File: src/rtl/pc_gen.sv
// Program counter generator for the fetch stage.
// Selects the next fetch address from trap entry, trap return, branch
// redirects (immediate or deferred across a stall) and sequential flow.
// All state advances on the falling clock edge to line up with core fetch.
module pc_gen #(
  parameter int                XLEN       = 32,
  parameter logic [XLEN-1:0]   RESET_ADDR = '0,
  parameter logic [31:0]       TRAP_VEC   = 32'h0000_0100,
  parameter int                STEP       = 4
) (
  input  logic            clk,
  input  logic            rst,
  input  logic            stall,
  input  logic            redir_en,
  input  logic [XLEN-1:0] redir_addr,
  input  logic            trap_en,
  input  logic            mret_en,
  output logic [XLEN-1:0] pc,
  output logic            pc_valid,
  output logic [XLEN-1:0] epc,
  output logic            misalign
);

  localparam logic [XLEN-1:0] TRAP_PC = XLEN'(TRAP_VEC);
  localparam logic [XLEN-1:0] STEP_W  = XLEN'(STEP);

  typedef enum logic [1:0] {
    BOOT      = 2'd0,
    RUN       = 2'd1,
    HOLD      = 2'd2,
    HOLD_PEND = 2'd3
  } state_e;

  state_e          state_q, state_d;
  logic [XLEN-1:0] pc_q, pc_d;
  logic [XLEN-1:0] epc_q, epc_d;
  logic [XLEN-1:0] pend_q, pend_d;
  logic            pc_valid_q, pc_valid_d;
  logic            misalign_q, misalign_d;
  logic            redir_misaligned;

  assign redir_misaligned = redir_en && (redir_addr[1:0] != 2'b00);

  // Next-state selection, highest-priority event first.
  always_comb begin
    state_d    = state_q;
    pc_d       = pc_q;
    epc_d      = epc_q;
    pend_d     = pend_q;
    misalign_d = 1'b0;

    if (trap_en) begin
      // Trap entry wins everywhere, including the boot cycle.
      pc_d    = TRAP_PC;
      epc_d   = pc_q;
      pend_d  = '0;
      state_d = RUN;
    end else if (state_q == BOOT) begin
      // Boot edge: keep the reset address, ignore everything but trap.
      state_d = RUN;
    end else if (mret_en) begin
      pc_d    = epc_q;
      pend_d  = '0;
      state_d = RUN;
    end else if (redir_misaligned) begin
      // A bad redirect target enters the trap handler instead.
      pc_d       = TRAP_PC;
      epc_d      = pc_q;
      pend_d     = '0;
      misalign_d = 1'b1;
      state_d    = RUN;
    end else if (redir_en) begin
      if (stall) begin
        // Park the target until the stall lifts; newer redirects overwrite.
        pend_d  = redir_addr;
        state_d = HOLD_PEND;
      end else begin
        // A live redirect supersedes any parked one.
        pc_d    = redir_addr;
        pend_d  = '0;
        state_d = RUN;
      end
    end else if (state_q == HOLD_PEND) begin
      if (!stall) begin
        pc_d    = pend_q;
        pend_d  = '0;
        state_d = RUN;
      end
    end else if (stall) begin
      state_d = HOLD;
    end else begin
      // Sequential fetch; wraps silently at the top of the address space.
      pc_d    = pc_q + STEP_W;
      state_d = RUN;
    end

    // The boot edge still presents the reset address as not-yet-valid.
    pc_valid_d = (state_d == RUN) && !((state_q == BOOT) && !trap_en);
  end

  // State and output registers, asynchronously cleared by reset.
  always_ff @(negedge clk or negedge rst) begin
    if (!rst) begin
      state_q    <= BOOT;
      pc_q       <= RESET_ADDR;
      epc_q      <= '0;
      pend_q     <= '0;
      pc_valid_q <= 1'b0;
      misalign_q <= 1'b0;
    end else begin
      state_q    <= state_d;
      pc_q       <= pc_d;
      epc_q      <= epc_d;
      pend_q     <= pend_d;
      pc_valid_q <= pc_valid_d;
      misalign_q <= misalign_d;
    end
  end

  assign pc       = pc_q;
  assign pc_valid = pc_valid_q;
  assign epc      = epc_q;
  assign misalign = misalign_q;

endmodule

File: config.mk
export PLATFORM = sky130hd
export DESIGN_NAME = pc_gen
export DESIGN_NICKNAME = d
export VERILOG_FILES = /design/src/rtl/pc_gen.sv
export SDC_FILE = /design/constraint.sdc
export NUM_CORES = 1
export LEC_CHECK = 0
export BUFFER_PORTS_ARGS = -buffer_cell sky130_fd_sc_hd__buf_2
export CAP_MARGIN = 5
export CORE_MARGIN = 1
export CORE_UTILIZATION = 55
export DETAILED_ROUTE_END_ITERATION = 10
export MAX_ROUTING_LAYER = met4
export PLACE_DENSITY_LB_ADDON = 0.2
export SKIP_CTS_REPAIR_TIMING = 1
export SYNTH_ARGS = -nofsm -noshare
export SYNTH_HDL_FRONTEND = slang
export SYNTH_SLANG_ARGS = --single-unit
export TNS_END_PERCENT = 20
File: constraint.sdc
create_clock -name clk -period 2.5 [get_ports clk]
set_input_delay 0.375 -clock clk [delete_from_list [all_inputs] [get_ports clk]]
set_output_delay 0.375 -clock clk [all_outputs]
set_load 0.03 [all_outputs]
==> impl_metrics.py <==
metrics = {
    "floorplanning": {
        "dieArea_um2": 9960,
        "rows": 35,
        "start_util_pct": 56.9,
        "die_h_um": 99.8,
        "num_io_pins": 104,
        "die_x_um": 99.8,
        "fp.coreArea_um2": 9240,
    },
    "power_and_ir_drop": {
        "leakage_nw": 3.63,
        "vdd_drop_max_mv": 0.384,
        "powerDensity_nw_per_um2": 480,
    },
    "yosys": {
        "yosysSeqAreaShare_pct": 47.6,
        "synth_area_um2": 5260,
        "synthDistinctLibCells": 69,
        "synth-main-ff-cell": "dfrtn_1",
        "synth_edf_count": 0,
        "synthesis.nets": 558,
        "syn_area_per_cell_um2": 10.1,
        "synthesis.instances": 519,
        "async_flop_share_pct": 100,
        "yosysWarnings": 0,
        "ys_seq_elements": 100,
    },
    "clock_tree": {
        "clkTransAtPathRegs_ns": 0.06,
        "clock-root-buffer": "clkbuf_8",
        "clk_path_buf_depth": 2,
        "cts_tree": "yes",
        "htreeDepth": 3,
        "numCtsBuffers": 9,
        "cts_num_sinks": 100,
        "clkLatencyLatePin_ns": 0.35,
    },
    "setup_path": {
        "path_max_fanout": 4,
        "arrival_ns": 2.29,
        "cpMaxStageDelayCell": "dfrtn_1",
        "cp-end-kind": "primary output",
        "crit_path_start_kind": "register",
        "cpPeakStageDelay_ns": 0.53,
        "r2r-start": "pc[2]",
        "cp.required_ns": 2.12,
        "worstSetupPathType": "register to primary output",
        "cpLargestDelayFamily": "flip-flops",
        "path_buf_inv": 1,
        "startpoint": "pc[29]",
        "rrSetupSlack_ns": 0.18,
        "path_cells": "buf_6",
    },
    "timing": {
        "tightest_slew_ns": 0.812,
        "grt_setup_unrepaired": "yes",
        "hold_viol_final": 0,
        "finalMaxSlewViolations": 0,
        "max-slew-margin-rel_pct": 45.8,
        "finalClockSkew_ns": 0.00886,
        "setup_viol": 115,
        "timing.final.ws_setup_ns": -0.167,
    },
    "hold_path": {
        "hold_path_class": "register to register",
        "min_from": "pend_q[21]",
    },
    "run_status": {
        "outcome": "finished with violations",
        "failed_checks": "negative setup slack",
    },
    "routing": {
        "route.detailed.drc": 0,
        "routed_wl_um": 19600,
        "vias_per_cell": 6.70,
        "drt_iter0_drc": 679,
        "first_pass_iters": 6,
        "dr_total_vias": 5769,
        "detail_route.wl_per_cell_um": 22.7,
        "antenna_left": 0,
    },
    "place": {
        "io_buffer_count": 103,
        "gp_congestion": 0.985,
        "hpwlAfterDp_um": 12600,
        "pre_cts_ws_ns": -0.573,
    },
    "layout": {
        "final_util_pct": 85.6,
        "drive_gt1_share_pct": 44.9,
        "diodes": 0,
        "nNetsFinal": 766,
        "syn_to_final_growth_pct": 50.3,
        "layout_common_cells": "buf_4, dfrtn_1, buf_6",
        "final_common_cell": "buf_4",
    },
    "global_routing": {
        "grt_pass1_wl_um": 26900,
        "grt_max_degree": 44,
        "gr-total-overflow": 0,
        "antenna_found_initial": 0,
        "grt_pass1_vias": 5167,
        "grtUsageTotal_pct": 36.5,
    },
    "job": {
        "drv_cap": 0,
    },
}
-- cell type report --
class / count / area (µm²)
fillers: 505 / 1330
clock buffers: 12 / 155
repair buffers: 235 / 2170
inverters: 5 / 25.0
flip-flops and latches: 100 / 2500
well taps: 129 / 161
multi-input cells: 376 / 2860
clock inverters: 4 / 33.8
-- final timing paths --
| path | endpoint | cells after the start |
|---|---|---|
| worst max-delay path | pc[29] | 1 |
| worst min-delay path | pend_q[21] | 1 |
| worst max register to register | pc[18] | 8 |
| worst min register to register | pend_q[21] | 1 |
| max in group asynchronous | epc[9] | 2 |
| min in group asynchronous | pc[15] | 1 |
-- logic make-up after synthesis --
group,share of synthesized area (%)
compound gates,24.5
xor+xnor,1.50
fa+ha+maj,0.238
buf+inv,3.81
flops,47.6
mux,6.61
simple gates,15.8
-- per-layer routing --
metal	part of all wire [%]	GRT usage, %	routed length (µm)
met5	0	-	0
met4	4.5	13.7	886
met3	9.3	4.94	1820
met2	49	57.9	9620
met1	37	48.1	7250
-- cell usage after synthesis, types with 4 or more instances --
library cell / instances / area, µm²
dfrtn_1: 100 / 2500
nor2_1: 37 / 139
nand2_1: 32 / 120
mux2_2: 30 / 338
o21ai_0: 30 / 150
a21oi_1: 28 / 140
a22o_1: 27 / 236
clkbuf_1: 24 / 90.1
nand3_1: 16 / 80.1
nor3_1: 16 / 80.1
a211oi_1: 13 / 97.6
nor4_1: 11 / 68.8
a221o_1: 9 / 90.1
or3_1: 9 / 56.3
a22oi_1: 8 / 60.1
buf_2: 7 / 35.0
a32o_1: 6 / 60.1
a222oi_1: 5 / 50.1
inv_1: 5 / 18.8
nand4_1: 5 / 31.3
o22ai_1: 5 / 31.3
or2_2: 5 / 31.3
xor2_1: 5 / 43.8
a31oi_1: 4 / 25.0
and2_1: 4 / 25.0
nand2b_1: 4 / 25.0
xnor2_1: 4 / 35.0
-- state kept, by name, indices dropped and copies added, names as in the netlist --
signal / cells
misalign: 1
pend_q: 32
epc: 32
state_q: 2
pc: 32
pc_valid: 1
-- per-stage QoR --
step           TNS, ns  instance area [µm²]  hold slack [ns]  power [mW]  std cells
3_5_place_dp    -41.95                 6770            0.439        2.59        818
3_3_place_gp    -39.92                 6770            0.430        2.57        818
4_1_cts         -15.41                 6960            0.440        3.58        834
2_1_floorplan   -21.45                 5460            0.414        2.22        519
6_report         -8.71                 7910            0.439        3.79        861
5_1_grt         -12.27                 7910            0.458        3.92        861
-- report_power, final --
group	leakage, nW	switching, mW	internal [mW]
registers	1.36	0.0734	1.70
logic	2.18	0.546	0.476
clock network	0.0928	0.573	0.423
Note: power is estimated with default switching activity, not from simulation.
